`src/rtl/ring_counter_prog_pkg.sv`:
```
// Shared constants and legality checks for the programmable ring counter.
// The checks take a zero-extended vector plus the real width so one function serves every WIDTH.
package ring_counter_prog_pkg;

    typedef enum logic [1:0] {
        MODE_RING    = 2'b00,
        MODE_JOHNSON = 2'b01,
        MODE_HOLD    = 2'b10,
        MODE_BOUNCE  = 2'b11
    } mode_e;

    typedef enum logic {
        DIR_LEFT  = 1'b0,
        DIR_RIGHT = 1'b1
    } dir_e;

    // Widest counter the legality checks can inspect.
    localparam int MAX_W = 64;

    function automatic logic is_onehot(input logic [MAX_W-1:0] v, input int w);
        int ones;
        ones = 0;
        for (int i = 0; i < MAX_W; i++) begin
            if (i < w && v[i]) ones++;
        end
        return ones == 1;
    endfunction

    function automatic logic is_johnson(input logic [MAX_W-1:0] v, input int w);
        int edges;
        edges = 0;
        for (int i = 0; i < MAX_W - 1; i++) begin
            if (i < w - 1 && (v[i] ^ v[i+1])) edges++;
        end
        return edges <= 1;
    endfunction

endpackage

```
`src/rtl/ring_counter_prog_step_prescaler.sv`:
```
// Enable-gated step prescaler: one step every div+1 enabled cycles, cleared by a load.
module step_prescaler #(
    parameter int DIV_W = 8
) (
    input  logic             clk,
    input  logic             rst_n,
    input  logic             en,
    input  logic             clr,
    input  logic [DIV_W-1:0] div,
    output logic             step
);

    logic [DIV_W-1:0] pre_cnt;

    assign step = en && !clr && (pre_cnt == div);

    // A div lowered below the running count lets the count wrap through zero naturally.
    always_ff @(posedge clk or negedge rst_n) begin
        if (!rst_n) begin
            pre_cnt <= '0;
        end else if (clr || step) begin
            pre_cnt <= '0;
        end else if (en) begin
            pre_cnt <= pre_cnt + DIV_W'(1);
        end
    end

endmodule

```
`src/rtl/ring_counter_prog.sv`:
```
// Programmable ring / Johnson / bounce counter with direction, prescaler, load,
// illegal-state correction and registered tick/wrap/err pulses.
module ring_counter_prog
    import ring_counter_prog_pkg::*;
#(
    parameter int WIDTH = 8,
    parameter int DIV_W = 8
) (
    input  logic             clk,
    input  logic             rst_n,
    input  logic             en,
    input  logic [1:0]       mode,
    input  logic             dir,
    input  logic             load,
    input  logic [WIDTH-1:0] load_val,
    input  logic [DIV_W-1:0] div,
    output logic [WIDTH-1:0] q,
    output logic             tick,
    output logic             wrap,
    output logic             err
);

    logic             step;
    dir_e             bdir;
    dir_e             bdir_next;
    logic [WIDTH-1:0] q_next;
    logic [WIDTH-1:0] start_pat;
    logic [MAX_W-1:0] q_ext;
    logic             err_next;
    logic             wrap_next;
    logic             go_left;

    step_prescaler #(.DIV_W(DIV_W)) u_prescaler (
        .clk   (clk),
        .rst_n (rst_n),
        .en    (en),
        .clr   (load),
        .div   (div),
        .step  (step)
    );

    always_comb begin
        q_ext     = MAX_W'(q);
        q_next    = q;
        bdir_next = (mode == MODE_BOUNCE) ? bdir : dir_e'(dir);
        err_next  = 1'b0;
        wrap_next = 1'b0;
        go_left   = 1'b0;
        start_pat = (mode == MODE_JOHNSON) ? '0 : WIDTH'(1);
        if (step) begin
            unique case (mode_e'(mode))
                MODE_RING: begin
                    if (!is_onehot(q_ext, WIDTH)) begin
                        q_next   = start_pat;
                        err_next = 1'b1;
                    end else if (dir == DIR_RIGHT) begin
                        q_next = {q[0], q[WIDTH-1:1]};
                    end else begin
                        q_next = {q[WIDTH-2:0], q[WIDTH-1]};
                    end
                end
                MODE_JOHNSON: begin
                    if (!is_johnson(q_ext, WIDTH)) begin
                        q_next   = start_pat;
                        err_next = 1'b1;
                    end else if (dir == DIR_RIGHT) begin
                        q_next = {~q[0], q[WIDTH-1:1]};
                    end else begin
                        q_next = {q[WIDTH-2:0], ~q[WIDTH-1]};
                    end
                end
                MODE_HOLD: begin
                end
                MODE_BOUNCE: begin
                    if (!is_onehot(q_ext, WIDTH)) begin
                        q_next    = start_pat;
                        err_next  = 1'b1;
                        bdir_next = DIR_LEFT;
                    end else begin
                        // A loaded value may already sit on the end bit we are heading for.
                        go_left = (bdir == DIR_LEFT) ? !q[WIDTH-1] : q[0];
                        q_next  = go_left ? {q[WIDTH-2:0], 1'b0} : {1'b0, q[WIDTH-1:1]};
                        if (go_left) begin
                            bdir_next = q_next[WIDTH-1] ? DIR_RIGHT : DIR_LEFT;
                        end else begin
                            bdir_next = q_next[0] ? DIR_LEFT : DIR_RIGHT;
                        end
                    end
                end
            endcase
            wrap_next = (mode != MODE_HOLD) && !err_next && (q_next == start_pat);
        end
    end

    always_ff @(posedge clk or negedge rst_n) begin
        if (!rst_n) begin
            q    <= WIDTH'(1);
            tick <= 1'b0;
            wrap <= 1'b0;
            err  <= 1'b0;
            bdir <= DIR_LEFT;
        end else if (load) begin
            q    <= load_val;
            tick <= 1'b0;
            wrap <= 1'b0;
            err  <= 1'b0;
            bdir <= dir_e'(dir);
        end else begin
            q    <= q_next;
            tick <= step;
            wrap <= wrap_next;
            err  <= err_next;
            bdir <= bdir_next;
        end
    end

endmodule

```
`config.mk`:
```
export PLATFORM = sky130hd
export DESIGN_NAME = ring_counter_prog
export DESIGN_NICKNAME = d
export VERILOG_FILES = /design/src/rtl/ring_counter_prog_pkg.sv /design/src/rtl/ring_counter_prog_step_prescaler.sv /design/src/rtl/ring_counter_prog.sv
export SDC_FILE = /design/constraint.sdc
export NUM_CORES = 1
export LEC_CHECK = 0
export ABC_AREA = 1
export CAP_MARGIN = 20
export CELL_PAD_IN_SITES_DETAIL_PLACEMENT = 0
export CELL_PAD_IN_SITES_GLOBAL_PLACEMENT = 2
export CORE_AREA = 2 2 86 130
export DETAILED_ROUTE_END_ITERATION = 10
export DIE_AREA = 0 0 88 132
export PLACE_DENSITY = 0.72
export SYNTH_ARGS = -nofsm -noshare
export SYNTH_HDL_FRONTEND = slang
export SYNTH_SLANG_ARGS = --single-unit
```
`constraint.sdc`:
```
create_clock -name clk -period 4.31 [get_ports clk]
set_input_delay 0.6465 -clock clk [delete_from_list [all_inputs] [get_ports clk]]
set_output_delay 0.6465 -clock clk [all_outputs]
set_load 0.01 [all_outputs]
```
==> results.ini <==
[critical_path]
required_ns = 4.46
crit_path_end_kind = flop
arrival_ns = 4.55
critPathMaxStageDelay_ns = 0.54
path_class = flop to flop
cp_max_fo = 5
cp_slowest_cell = dfstp_2
critPathLaunchType = flop

[clock_tree]
clockBufferDepth = 2
clock_latency_ns = 0.26
cts.sinks = 20
tritoncts = built
cts_root_buf = clkbuf_16
path_clk_slew_ns = 0.06
h-tree-depth = 1
cts_made_buffers = 3
cts.hold.buffers_added = 0

[routing]
initialDrtViolationCount = 90
dr.pass1.iters = 4
wirelength_um = 10890
vias = 3530
vias_per_cell = 4.738
detail-route-antenna-nets = 0
wire_per_inst_um = 14.62
drc = 0

[logic_synthesis]
synthMuxAreaShare_pct = 0
synth_cell_type_count = 46
synthArstFlopShare_pct = 100.0
yosysWarnings = 0
ys_ff_latch = 20
netlist_top_cells_area = nand2_1 20%, dfrtp_1 17%, inv_1 8.8%
synth-simple-area-share_pct = 45.34
avgSynthCellArea_um2 = 5.994
synth_top_area_share_pct = 19.70
synthXorXnorAreaFrac_pct = 1.889
ys.flop_type = dfrtp_1
syn_inst = 464
synth_compound_area_share_pct = 13.95
syn_area_mm2 = 0.002781
synthAdderAreaFrac_pct = 8.097
yosysTopAreaCell = nand2_1
synth_nets = 505
synth_edf_count = 0
synth_top_family_by_area = simple AND/OR/NAND/NOR gates
ys_seq_area_share_pct = 18.04

[timing]
tightestPinTransition_ns = 0.9780
fin_crit_sh_pct = 102.1
period_needed_ns = 4.401
fin_ws_ns = -0.09120
setup_violations = 2
fmax_ghz = 0.2272
slew_headroom_pct = 34.60
rsz0062_at_grt = true
hold_viol = 0
skew_ns = 0.006407
maxSlewViolCount = 0

[place]
place_hpwl_um = 7847
gp_congestion = 0.8982
port-buffer-count = 33
dp_slack_ns = -0.4630

[global_route]
first_global_vias = 3713
grt_pass1_wl_um = 17460
grt_max_degree = 21
gr-total-overflow = 0
grt_use_total_pct = 19.13
antenna_found_initial = 0

[final_layout]
area_growth_syn_to_layout_pct = 73.05
num-fill-cells = 1075
n_antenna_cell = 0
multi_input_area_mm2 = 0.002522
register_area_um2 = 503.0
num-nets-final = 643
final_cell_mix = 108 x nand2_1, 99 x buf_4, 53 x inv_1
drive_gt1_share_pct = 43.76
fin_util_pct = 46.20
mostFrequentLayoutCell = nand2_1

[die]
rows = 46
pin_count = 34
initial_core_util_pct = 26.70
dieArea_mm2 = 0.01162
core-area_mm2 = 0.01042
dieHeight_um = 132
die_x_um = 88

[run_status]
violations = negative setup slack
status = finished with violations

[run]
maxCapViolCount = 0

[pwr]
power_density_mw_per_mm2 = 408.7
max-vdd-ir-drop_mv = 0.4269
leakage_nw = 2.267

[min_path]
worst_hold_path_type = flop to flop

## final timing paths
check                           cells after the start  slack, ns                    from                endpoint
worst min-delay path                                3       0.58  u_prescaler.pre_cnt[0]  u_prescaler.pre_cnt[0]
worst min register to register                      3       0.58  u_prescaler.pre_cnt[0]  u_prescaler.pre_cnt[0]
worst max register to register                     33      -0.09                    q[0]                    wrap
min in group asynchronous                           1       0.93                   rst_n                    q[5]
worst max-delay path                               33      -0.09                    q[0]                    wrap
max in group asynchronous                           1       2.72                   rst_n                    q[1]
## metal layers
| layer | routed length (µm) | vias up | GRT usage (%) |
|---|---|---|---|
| met3 | 235 | 19 | 1.190 |
| met1 | 3993 | 1681 | 19.60 |
| met4 | 318 | 0 | 8.034 |
| li1 | - | 1771 | - |
| met2 | 6346 | 59 | 37.92 |
| met5 | 0 | - | 0 |
## through the flow
stage	cell area (µm²)	std cells	TNS [ns]	total power (W)	hold WS [ns]
5_1_grt	4813	745	-1.585	0.002118	0.6131
6_report	4813	745	-0.1272	0.001967	0.5761
3_3_place_gp	3647	682	-2.896	0.001048	0.5576
4_1_cts	4494	745	-0.8886	0.001730	0.5799
2_1_floorplan	2804	464	-0.3315	0.0007287	0.3509
3_5_place_dp	3647	682	-3.537	0.001052	0.5584
## power by group
group	leakage, nW	switching (W)	internal (W)	total (W)
Combinational	1.96	0.000738	0.000754	0.00149
Sequential	0.258	0.0000169	0.000198	0.000215
Clock	0.0511	0.0000759	0.000185	0.000261
## cells by family after synthesis
group                    after synthesis
AND/OR/NAND/NOR                      271
buffers and inverters                 86
AO/OA/AOI/OAI                         63
flip-flops                            20
adder cells (fa/ha/maj)               18
XOR/XNOR                               6
## sequential cells by signal, indices dropped and copies added, names as in the netlist
name,cells
q,8
u_prescaler.pre_cnt,8
bdir,1
err,1
tick,1
wrap,1
## synthesized netlist by cell type (3+ instances only)
master    instances
inv_1            65
inv_2             5
nand2_1         146
o221ai_1          6
nand3_2           6
nand2_4           3
nor3_1            4
clkbuf_1          6
nor2_1           32
a21oi_1          10
nor2_2            3
buf_4             3
or2_2             3
nand3_1          39
xnor2_1           4
nand4_1           9
dfrtp_1          19
nor2_4            4
nand2_2          17
o21ai_0          30
ha_1             18
## critical path, delay by kind of cell, from the launching register on
family / cells / cell delay (ns)
adder cells (fa/ha/maj): 6 / 1.42
flip-flops: 1 / 0.54
AND/OR/NAND/NOR: 21 / 2.04
buffers and inverters: 6 / 0.27
## timing repair
action,4_1_cts,5_1_grt
endpoints found under the setup margin,11,11
gates cloned,3,0
resized for setup,67,75
pin swaps,58,61
buffers inserted,61,5
hold endpoints to repair,0,0
## area by class of cell
type | count | area share [%]
sequential | 20 | 10.45
clock inverter | 1 | 0.6239
timing repair buffer | 144 | 25.29
tap | 144 | 3.743
clock buffer | 3 | 1.560
inverter | 72 | 5.927
multi-input combinational | 361 | 52.40
Power figures use the tool's default switching activity.
